### src/rtl/sample_pkg.sv
// sample_pkg: shared sample width, effect-control FSM states and default ramp constants
package sample_pkg;

    localparam int SAMPLE_WIDTH       = 24;
    localparam int CTRL_WIDTH         = 17;
    localparam int DEB_CYCLES_DEF     = 1_000_000;
    localparam int RAMP_LOG2_DEF      = 8;
    localparam int SETTLE_SAMPLES_DEF = 64;

    typedef enum logic [1:0] {
        IDLE,
        FADE_OUT,
        SETTLE,
        FADE_IN
    } eff_state_e;

endpackage

### src/rtl/ctrl_debounce.sv
// ctrl_debounce: 2-flop synchroniser plus one shared stability counter for a control vector
module ctrl_debounce #(
    parameter int WIDTH      = 17,
    parameter int DEB_CYCLES = 1_000_000
) (
    input  logic             clk,
    input  logic             rst_n,
    input  logic [WIDTH-1:0] raw_i,
    output logic [WIDTH-1:0] pending_o
);

    localparam int CW = $clog2(DEB_CYCLES + 1);
    localparam logic [CW-1:0] DEB_MAX = CW'(DEB_CYCLES);

    logic [WIDTH-1:0] sync1_q, sync1_d;
    logic [WIDTH-1:0] sync2_q, sync2_d;
    logic [WIDTH-1:0] prev_q, prev_d;
    logic [WIDTH-1:0] pending_q, pending_d;
    logic [CW-1:0]    cnt_q, cnt_d;

    // Any change of the synchronised vector restarts the count; a vector that
    // survives DEB_CYCLES unchanged cycles becomes the pending request.
    always_comb begin
        sync1_d   = raw_i;
        sync2_d   = sync1_q;
        prev_d    = sync2_q;
        cnt_d     = (sync2_q != prev_q) ? '0 : (cnt_q == DEB_MAX) ? cnt_q : cnt_q + CW'(1);
        pending_d = (cnt_q == DEB_MAX) ? prev_q : pending_q;
    end

    // State registers
    always_ff @(posedge clk or negedge rst_n) begin
        if (!rst_n) begin
            sync1_q   <= '0;
            sync2_q   <= '0;
            prev_q    <= '0;
            pending_q <= '0;
            cnt_q     <= '0;
        end else begin
            sync1_q   <= sync1_d;
            sync2_q   <= sync2_d;
            prev_q    <= prev_d;
            pending_q <= pending_d;
            cnt_q     <= cnt_d;
        end
    end

    assign pending_o = pending_q;

endmodule

### src/rtl/eff_ctrl.sv
// eff_ctrl: click-free effect switching -- fade out, apply new selection, settle muted, fade in
module eff_ctrl
    import sample_pkg::*;
#(
    parameter int DATA_WIDTH     = SAMPLE_WIDTH,
    parameter int DEB_CYCLES     = DEB_CYCLES_DEF,
    parameter int RAMP_LOG2      = RAMP_LOG2_DEF,
    parameter int SETTLE_SAMPLES = SETTLE_SAMPLES_DEF
) (
    input  logic                         clk,
    input  logic                         rst_n,
    input  logic                         en_i,
    input  logic [15:0]                  sw_i,
    output logic [15:0]                  sel_o,
    output logic                         en_o,
    input  logic signed [DATA_WIDTH-1:0] data_i,
    input  logic                         vld_i,
    output logic signed [DATA_WIDTH-1:0] data_o,
    output logic                         vld_o,
    output logic                         busy_o
);

    localparam int GW = RAMP_LOG2 + 1;
    localparam int SW = $clog2(SETTLE_SAMPLES + 1);
    localparam int PW = DATA_WIDTH + GW + 1;
    localparam logic [GW-1:0] FULL = GW'(1 << RAMP_LOG2);

    eff_state_e                  state_q, state_d;
    logic [GW-1:0]               gain_q, gain_d;
    logic [SW-1:0]               scnt_q, scnt_d;
    logic [15:0]                 sel_q, sel_d;
    logic                        en_q, en_d;
    logic signed [DATA_WIDTH-1:0] data_q, data_d;
    logic                        vld_q, vld_d;

    logic [CTRL_WIDTH-1:0] pending;
    logic                  change_req;
    logic [GW-1:0]         gain_dn, gain_up;
    logic signed [PW-1:0]  data_x, gain_x, prod;
    logic                  unused_ok;

    ctrl_debounce #(
        .WIDTH     (CTRL_WIDTH),
        .DEB_CYCLES(DEB_CYCLES)
    ) u_deb (
        .clk      (clk),
        .rst_n    (rst_n),
        .raw_i    ({en_i, sw_i}),
        .pending_o(pending)
    );

    // Saturating one-strobe gain steps and the full-precision scaled sample
    always_comb begin
        change_req = pending != {en_q, sel_q};
        gain_dn    = (vld_i && gain_q != '0) ? gain_q - GW'(1) : gain_q;
        gain_up    = (vld_i && gain_q != FULL) ? gain_q + GW'(1) : gain_q;
        data_x     = PW'(data_i);
        gain_x     = PW'({1'b0, gain_q});
        prod       = data_x * gain_x;
        unused_ok  = ^prod;
    end

    // Next-state, gain ramp and output sample; the strobe that ends SETTLE also
    // takes the first fade-in step so exactly SETTLE_SAMPLES samples leave muted
    always_comb begin
        state_d = state_q;
        gain_d  = gain_q;
        scnt_d  = scnt_q;
        sel_d   = sel_q;
        en_d    = en_q;
        data_d  = vld_i ? prod[RAMP_LOG2 +: DATA_WIDTH] : data_q;
        vld_d   = vld_i;
        case (state_q)
            IDLE: begin
                gain_d = FULL;
                if (change_req) state_d = FADE_OUT;
            end
            FADE_OUT: begin
                gain_d = gain_dn;
                if (gain_dn == '0) begin
                    state_d       = SETTLE;
                    {en_d, sel_d} = pending;
                    scnt_d        = '0;
                end
            end
            SETTLE: begin
                if (vld_i) begin
                    scnt_d = scnt_q + SW'(1);
                    if (scnt_q == SW'(SETTLE_SAMPLES - 1)) begin
                        state_d = FADE_IN;
                        gain_d  = GW'(1);
                    end
                end
            end
            FADE_IN: begin
                if (change_req) begin
                    state_d = FADE_OUT;
                end else begin
                    gain_d = gain_up;
                    if (gain_up == FULL) state_d = IDLE;
                end
            end
            default: state_d = IDLE;
        endcase
    end

    // State registers
    always_ff @(posedge clk or negedge rst_n) begin
        if (!rst_n) begin
            state_q <= IDLE;
            gain_q  <= FULL;
            scnt_q  <= '0;
            sel_q   <= '0;
            en_q    <= 1'b0;
            data_q  <= '0;
            vld_q   <= 1'b0;
        end else begin
            state_q <= state_d;
            gain_q  <= gain_d;
            scnt_q  <= scnt_d;
            sel_q   <= sel_d;
            en_q    <= en_d;
            data_q  <= data_d;
            vld_q   <= vld_d;
        end
    end

    assign sel_o  = sel_q;
    assign en_o   = en_q;
    assign data_o = data_q;
    assign vld_o  = vld_q;
    assign busy_o = state_q != IDLE;

endmodule

### config.mk
export PLATFORM = sky130hd
export DESIGN_NAME = eff_ctrl
export DESIGN_NICKNAME = d
export VERILOG_FILES = /design/src/rtl/sample_pkg.sv /design/src/rtl/ctrl_debounce.sv /design/src/rtl/eff_ctrl.sv
export SDC_FILE = /design/constraint.sdc
export NUM_CORES = 1
export LEC_CHECK = 0
export ABC_CLOCK_PERIOD_IN_PS = 10150
export CAP_MARGIN = 20
export CORE_UTILIZATION = 65
export DETAILED_ROUTE_END_ITERATION = 8
export GPL_ROUTABILITY_DRIVEN = 0
export PLACE_DENSITY = 0.95
export SYNTH_ARGS = -nofsm -noshare
export SYNTH_HDL_FRONTEND = slang
export SYNTH_HIERARCHICAL = 1
export SYNTH_SLANG_ARGS = --single-unit
### constraint.sdc
create_clock -name clk -period 10.15 [get_ports clk]
set_input_delay 3.045 -clock clk [delete_from_list [all_inputs] [get_ports clk]]
set_output_delay 3.045 -clock clk [all_outputs]
set_load 0.01 [all_outputs]
==> impl_metrics.yaml <==
floorplan:
  initial_core_util: 0.671
  coreArea_um2: 20500
  num_rows: 52
  die_w_um: 147
  die_h_um: 147
  die-area_um2: 21700
  io_pins: 87
routing:
  ant_nets: 0
  vias_per_cell: 6.27
  drc_errors: 0
  dr.pass1.iters: 7
  finalWirelength_um: 35200
  drt_iter0_drc: 951
  vias: 10900
  wl_per_cell_um: 20.3
grt:
  antenna_found_initial: 0
  grt_max_degree: 82
  grt_use_total: 0.349
  grt_overflow: 0
  grt_pass1_wl_um: 58700
  grt_pass1_vias: 11700
setup_path:
  crit_required_ns: 10.45
  path_class: "primary input to register"
  worstSetupEndpointType: "register"
  regToRegStartpoint: "gain_q[1]"
  rr_worst_depth: 18
  r2r-end: "data_o[21]"
  cp-startpoint: "data_i[13]"
  cp_max_fo: 9
  worstPathArrival_ns: 9.05
  cp-start-kind: "primary input"
  r2r_slack_ns: 3.67
logic_synthesis:
  syn_avg_cell_area_um2: 9.87
  synth_seq_cells: 148
  synthCells: 1393
  netlist.area_leader.share: 0.267
  seq_area_frac_synth: 0.269
  synth_nets: 1682
  syn_area_um2: 13800
  synth_warnings: 6
  synth_edf_count: 0
  yosysUniqueCellTypes: 75
  yosysTopAreaCell: "dfrtp_1"
  synthArstFlopShare: 1.00
  synth_area_leaders: "dfrtp_1 (27%), fa_1 (25%), ha_1 (6.8%), inv_1 (5.9%), and2_1 (4.8%)"
  synth_top_flop_cell: "dfrtp_1"
clock_tree:
  cts_resized: 0
  post_cts_buffers: 0
  ctsHoldBuffers: 0
  clk_pin_slew_ns: 0.06
  cts-htree-levels: 4
  cts_max_path_buffers: 2
  cts_buffers: 17
  clock-sinks: 148
  root_buffer: "clkbuf_16"
  insertion_delay_ns: 0.44
  tritoncts: "built"
min_path:
  whs_endpoint: "u_deb/prev_d[0]"
  hp-start: "u_deb/sync1_q[0]"
  hp-class: "register to register"
  holdPathStages: 0
timing:
  worstMarginPinSlew_ns: 0.988
  relSlewSlack: 0.340
  report.final.setup_viol: 0
  rsz0062_at_grt: "no"
  final.setup_skew_ns: 0.0129
  post-route-min-period_ns: 8.75
  max_freq_mhz: 114
  post-route-period-util: 0.862
  fin_tns_setup_ns: 0
  finalHoldViolCount: 0
  slew_viol_final: 0
place:
  hpwl_um: 24400
  portBuffers: 86
pwr:
  powerDensity_nw_per_um2: 263
  p_leak_nw: 7.64
  irDropWorstVdd_uv: 160
  finalPower_w: 0.00404
cells_and_area:
  syn2layout_area_growth_pct: 11.6
  diodes: 0
  nNetsFinal: 1738
  drive_above_1_share: 0.0753
  n_fill_cell: 1260
job:
  max_cap_violations: 0
outcome:
  status: "finished, final reports clean"
==> per-layer routing <==
layer / vias up / wire length [um] / track usage
met5: - / 0 / 0
met4: 0 / 2100 / 0.205
met3: 205 / 3020 / 0.0744
met2: 691 / 17600 / 0.584
met1: 5351 / 12500 / 0.418
li1: 4608 / - / -
==> cell type report <==
class | count | area (um2) | area share
clock inverter | 13 | 149 | 0.00970
inverter | 218 | 818 | 0.0533
tap | 270 | 338 | 0.0220
multi-input combinational | 967 | 8980 | 0.585
sequential | 148 | 3700 | 0.241
timing repair buffer | 97 | 940 | 0.0612
clock buffer | 18 | 429 | 0.0279
==> cells in the mapped netlist, drive strengths merged, types with 3 or more instances <==
library cell	n
dfrtp	147
a31oi	8
ha	75
nand2b	5
o211ai	8
nor2	31
nor3	31
a211o	7
fa	170
nand3	32
clkinv	3
or3	8
o21a	7
a21o	10
a21oi	43
nand2	153
or4b	3
buf	20
a211oi	11
mux2	50
and2	107
nand4	14
xor2	42
xnor2	34
inv	215
o21ai	39
nand3b	3
nor2b	4
nor4	14
clkbuf	40
o31ai	10
or4	5
and3	4
and4	4
==> metrics by stage <==
stage / utilization / std cells / area [um2] / worst slack, ns / hold WS [ns]
final: 0.749 / 1731 / 15400 / 1.40 / 0.347
after CTS: 0.749 / 1731 / 15400 / 1.48 / 0.349
after global routing: 0.749 / 1731 / 15400 / 1.10 / 0.353
after global placement: 0.721 / 1700 / 14800 / 1.38 / 0.332
after detailed placement: 0.721 / 1700 / 14800 / 1.13 / 0.335
after floorplan: - / 1393 / 13800 / 2.11 / 0.331
==> cells by family (layout without fill, tap and decap cells) <==
kind of cell	after synthesis	in the layout	synth area share
compound gates	170	170	0.0810
xor+xnor	76	76	0.0484
fa+ha+maj	245	245	0.316
buf+inv	278	346	0.0780
flops	148	148	0.269
mux	51	51	0.0449
simple gates	425	425	0.163
==> where the power goes <==
part | internal (W) | switching (W)
Sequential | 0.000681 | 0.000112
Clock | 0.000364 | 0.000266
Combinational | 0.00108 | 0.00153
==> layout by cell type (no fill, tap or decap), types with 3 or more instances in the layout <==
master	n
a211o_1	7
a211oi_1	11
a21o_1	10
a21oi_1	43
a31oi_1	8
and2_1	106
and3_1	4
and4_1	4
buf_4	11
clkbuf_16	17
clkdlybuf4s50_1	84
clkinv_1	3
clkinvlp_4	5
dfrtp_1	147
fa_1	170
ha_1	75
inv_1	215
inv_6	4
mux2_2	38
mux2_4	12
nand2_1	153
nand2b_1	5
nand3_1	31
nand3b_1	3
nand4_1	13
nor2_1	30
nor2b_1	4
nor3_1	29
nor4_1	12
o211ai_1	8
o21a_1	7
o21ai_0	37
o31ai_1	10
or3_1	7
or4_1	5
xnor2_1	34
xor2_1	42
==> how the worst max path moves through the flow <==
stage / end / slack (ns) / depth (start not counted)
2_1_floorplan: data_o[8] / 2.11 / 18
3_5_place_dp: data_o[21] / 1.13 / 17
5_1_grt: data_o[21] / 1.10 / 19
6_report: data_o[21] / 1.40 / 18
3_3_place_gp: data_o[23] / 1.38 / 18
4_1_cts: data_o[21] / 1.48 / 17
==> critical path, cell delays in order <==
cell	delay, ns
clkdlybuf4s50_1	0.69
nand2_1	0.14
fa_1	0.56
inv_1	0.05
fa_1	0.51
fa_1	0.44
fa_1	0.57
inv_1	0.07
fa_1	0.55
inv_1	0.05
ha_1	0.40
nand4_1	0.21
nor4_1	0.51
a2111o_1	0.28
o211ai_1	0.15
a31oi_1	0.35
nor3_1	0.12
o31ai_1	0.36
==> sequential cells by signal (all words and copies together) (netlist names) <==
signal,flops
data_o,24
gain_q,9
scnt_q,7
u_deb/prev_q,17
u_deb/pending_o,17
en_o,1
sel_o,16
u_deb/cnt_q,20
state_q,2
u_deb/prev_d,17
u_deb/sync1_q,17
vld_o,1
No activity file was read; power rests on OpenSTA's default activity.
